**config.mk**
```make
export PLATFORM = sky130hd
export DESIGN_NAME = floatb_conv
export DESIGN_NICKNAME = d
export VERILOG_FILES = /design/src/rtl/floatb_pkg.sv /design/src/rtl/floatb_lod.sv /design/src/rtl/floatb_conv.sv
export SDC_FILE = /design/constraint.sdc
export NUM_CORES = 1
export LEC_CHECK = 0
export CAP_MARGIN = 20
export CORE_AREA = 2 2 87 89
export CTS_CLUSTER_SIZE = 20
export DETAILED_ROUTE_END_ITERATION = 8
export DIE_AREA = 0 0 89 91
export DONT_BUFFER_PORTS = 1
export GPL_ROUTABILITY_DRIVEN = 1
export SLEW_MARGIN = 15
export SYNTH_ARGS = -nofsm -noshare
export SYNTH_HDL_FRONTEND = slang
export SYNTH_SLANG_ARGS = --single-unit
```
**constraint.sdc**
```tcl
create_clock -name clk -period 0.9 [get_ports clk]
set_input_delay 0.09 -clock clk [delete_from_list [all_inputs] [get_ports clk]]
set_output_delay 0.09 -clock clk [all_outputs]
set_load 0.005 [all_outputs]
```
**src/rtl/floatb_pkg.sv**
```systemverilog
// Field widths and the packed SR0 layout shared by the G.726 float converter.
package floatb_pkg;

  localparam int IN_W   = 16;
  localparam int EXP_W  = 4;
  localparam int MANT_W = 6;
  localparam int MAG_W  = IN_W - 1;
  localparam int SR0_W  = 1 + EXP_W + MANT_W;

  // A zero magnitude still carries the implicit leading one in the mantissa.
  localparam logic [MANT_W-1:0] MANT_ZERO = 6'd32;

  typedef struct packed {
    logic              srs;
    logic [EXP_W-1:0]  exp;
    logic [MANT_W-1:0] mant;
  } sr0_t;

endpackage

```
**src/rtl/floatb_lod.sv**
```systemverilog
// 15-bit leading-one detector: returns bit position of the leading one plus 1, 0 for zero.
// Purely combinational; no handshake.
module floatb_lod
  import floatb_pkg::*;
(
  input  logic [MAG_W-1:0] mag,
  output logic [EXP_W-1:0] exp
);

  always_comb begin
    exp = '0;
    for (int i = 0; i < MAG_W; i++) begin
      if (mag[i]) exp = EXP_W'(i + 1);
    end
  end

endmodule

```
**src/rtl/floatb_conv.sv**
```systemverilog
// SR (16-bit two's complement) to SR0 {sign, exp, mant} float, registered with 1-cycle latency.
// No backpressure: a sample is taken on every cycle in_valid is high.
module floatb_conv
  import floatb_pkg::*;
(
  input  logic              clk,
  input  logic              rst_n,
  input  logic              in_valid,
  input  logic [IN_W-1:0]   sr,
  input  logic              law,
  output logic              out_valid,
  output logic [SR0_W-1:0]  sr0,
  output logic              law_o
);

  logic                    srs;
  logic [MAG_W-1:0]        mag;
  logic [EXP_W-1:0]        exp;
  logic [MAG_W+MANT_W-1:0] shifted;
  logic                    shift_unused;
  sr0_t                    sr0_d;
  sr0_t                    sr0_q;
  logic                    out_valid_q;
  logic                    law_q;

  assign srs = sr[IN_W-1];

  // Negation truncated to 15 bits, so -32768 folds to a zero magnitude.
  assign mag = srs ? (~sr[MAG_W-1:0] + MAG_W'(1)) : sr[MAG_W-1:0];

  floatb_lod u_lod (
    .mag (mag),
    .exp (exp)
  );

  assign shifted      = {mag, {MANT_W{1'b0}}} >> exp;
  assign shift_unused = ^shifted[MAG_W+MANT_W-1:MANT_W];

  always_comb begin
    sr0_d      = '0;
    sr0_d.srs  = srs;
    sr0_d.exp  = exp;
    sr0_d.mant = (mag == '0) ? MANT_ZERO : shifted[MANT_W-1:0];
  end

  // Result and law hold across idle cycles; only the valid flag drops.
  always_ff @(posedge clk or negedge rst_n) begin
    if (!rst_n) begin
      out_valid_q <= 1'b0;
      sr0_q       <= '0;
      law_q       <= 1'b0;
    end else begin
      out_valid_q <= in_valid;
      if (in_valid) begin
        sr0_q <= sr0_d;
        law_q <= law;
      end
    end
  end

  assign out_valid = out_valid_q;
  assign sr0       = sr0_q;
  assign law_o     = law_q;

endmodule

```
==> impl_metrics.ini <==
[timing]
fmax_ghz = 0.406
worst_pin_slew_ps = 597
period_share = 2.74
setup_slack_ps = -1560
finClkSkew_ps = 0
maxSlewViolCount = 0
worst_hold_slack_ps = 6.95
final_hold_viol_count = 0
slew_headroom = 0.601
final.min_clock_period_ps = 2460
rsz0062_at_grt = yes
finalSetupViolCount = 9

[finish]
final_cell_mix = 89 x buf_4, 20 x nand2_1, 19 x nor2_1, 13 x dfrtp_1, 12 x buf_6
regArea_sq_um = 325
multi_input_area_sq_um = 1950
drive_gt1_frac = 0.475
num-fill-cells = 698
fin_util = 0.472
final_common_cell = buf_4
fin_area_sq_um = 3370
layout.nets = 382
antennaDiodeCount = 0
areaGrowthSynthToFinish_pct = 62.1

[global_routing]
grt-ovfl-total = 0
grt_max_degree = 33
grt_pass1_wl_um = 12500
antenna_found_initial = 0
grt_pass1_vias = 2568
track_usage = 0.190

[place]
portBuffers = 0
dp.final_hpwl_um = 5370
gp_congestion = 0.883
post-place-ws_ps = -1830
dpl_cell_area_sq_um = 2820

[synthesis]
yosysWarnings = 0
synth_area_per_cell_sq_um = 7.71
ys_ff_latch = 13
synth_edf_count = 0
synthesis.nets = 291
synthFlopType = dfrtp_1
synth.distinct_cells = 72
synth_area_sq_um = 2080
synthesis.instances = 270
synth-seq-area-share = 0.156
synthArstFlopShare = 1.00

[drt]
antenna_left = 0
drt_iter0_drc = 168
vias = 2565
drc = 0
vias_per_cell = 5.59
drt-total-wl_um = 7530
wl_per_cell_um = 16.4
drtPass1Iterations = 4

[floorplan]
die_height_um = 91
design.die.area_sq_um = 8100
boundaryPins = 33
rows = 31
floorplan.initialDensity = 0.292
die_w_um = 89
core_sq_um = 7140

[clock_network]
htreeDepth = 1
cts_buffer_depth = 2
clkTransAtPathRegs_ps = 50
clockRootBuffer = clkbuf_8
numCtsBuffers = 3
clock_latency_ps = 230
clock-sinks = 13
cts_tree = done

[power]
powerDensity_nw_per_um2 = 880
vdd_drop_max_mv = 0.999
power.leakage_nw = 1.37

[worst_hold_path]
hold-path-endpoint = law_o
whs_path_depth = 1
min_path_type = in2reg
min_from = law

[critical_path]
worst_setup_path_start_kind = input port
cp_data_required_time_ps = 1070
arrival_ps = 2630
reg2reg_to = sr0[0]
worstSetupPathType = in2reg
cp_max_fo = 6
crit-reg2reg-launch = sr0[0]
rr_worst_depth = 1
cp-end-kind = register
r2r_slack_ps = 50

[run_status]
status = finished with violations
violations = negative setup slack

[run]
drv_cap = 0
==> stage by stage <==
step | instances | setup TNS [ps] | total power (W)
floorplan | 270 | -12460 | 0.00159
global placement | 430 | -13690 | 0.00206
detailed placement | 430 | -13920 | 0.00207
CTS | 451 | -10810 | 0.00283
global route | 459 | -12420 | 0.00315
finish | 459 | -11720 | 0.00297
==> layout make-up <==
class | count | share of cell area
Multi-Input combinational cell | 231 | 0.577
Clock buffer | 4 | 0.0134
Timing Repair Buffer | 105 | 0.257
Sequential cell | 13 | 0.0965
Inverter | 7 | 0.0193
Tap cell | 99 | 0.0367
==> cell families after synthesis <==
group | count (synthesis) | synth area share
adder cells (fa/ha/maj) | 1 | 0.00601
multiplexers | 12 | 0.0595
flip-flops | 13 | 0.156
AND/OR/NAND/NOR | 110 | 0.293
AO/OA/AOI/OAI | 91 | 0.350
buffers and inverters | 27 | 0.0637
XOR/XNOR | 16 | 0.0710
==> registers in the layout, summed over array words and instances, names as in the netlist <==
name and flops:
sr0 11, law_o 1, out_valid 1
==> worst max-delay path: stages <==
cell and delay, ps:
clkinv_16 30, ha_4 120, or3b_4 420, nor4_4 310
mux2i_2 330, nand2_2 180, a21oi_4 250, buf_4 160
mux2i_4 70, buf_4 170, or4_1 420, nand4_1 90
==> routing by layer <==
layer	GRT usage	share of wire	up-vias
li1	-	-	1231
met5	0	0	-
met2	0.324	0.49	91
met1	0.258	0.44	1231
met3	0.0227	0.055	12
met4	0.0323	0.015	0
==> synth_stat cells, types with 5 or more instances <==
| library cell | instances | area, sq um |
|---|---|---|
| nand2_1 | 21 | 78.8 |
| mux2i_1 | 9 | 90.1 |
| inv_1 | 7 | 26.3 |
| nand3_1 | 10 | 50.1 |
| clkbuf_1 | 11 | 41.3 |
| dfrtp_1 | 13 | 325 |
| nor2_1 | 20 | 75.1 |
| a211oi_1 | 11 | 82.6 |
| o31ai_1 | 6 | 45.0 |
| xnor2_1 | 9 | 78.8 |
| o21ai_0 | 13 | 65.1 |
| xor2_1 | 6 | 52.6 |
| nor3_1 | 14 | 70.1 |
| o211ai_1 | 5 | 37.5 |
| or3_1 | 6 | 37.5 |
| a21oi_1 | 11 | 55.1 |
==> report_power, final <==
group | total, W | internal [W] | switching [W]
Sequential | 0.000710 | 0.000655 | 0.0000552
Clock | 0.000501 | 0.000312 | 0.000190
Combinational | 0.00176 | 0.000949 | 0.000807
==> worst max path at each step <==
| stage | startpoint | to | slack [ps] | depth (start not counted) |
|---|---|---|---|---|
| after floorplan | sr[4] | sr0[1] | -1700 | 11 |
| after global placement | sr[1] | sr0[1] | -1780 | 10 |
| after detailed placement | sr[1] | sr0[1] | -1830 | 10 |
| after CTS | sr[4] | sr0[1] | -1460 | 9 |
| after global routing | sr[1] | sr0[0] | -1640 | 11 |
| final | sr[1] | sr0[4] | -1560 | 12 |
==> repair_timing <==
| action | CTS | global route |
|---|---|---|
| hold endpoints to repair | 19 | 0 |
| resized for setup | 43 | 21 |
| pin swaps | 18 | 11 |
| cloned | 1 | 0 |
| hold buffers | 2 | 0 |
| setup endpoints to repair | 9 | 10 |
| buffers inserted | 15 | 9 |
Note: power is estimated with default switching activity, not from simulation.
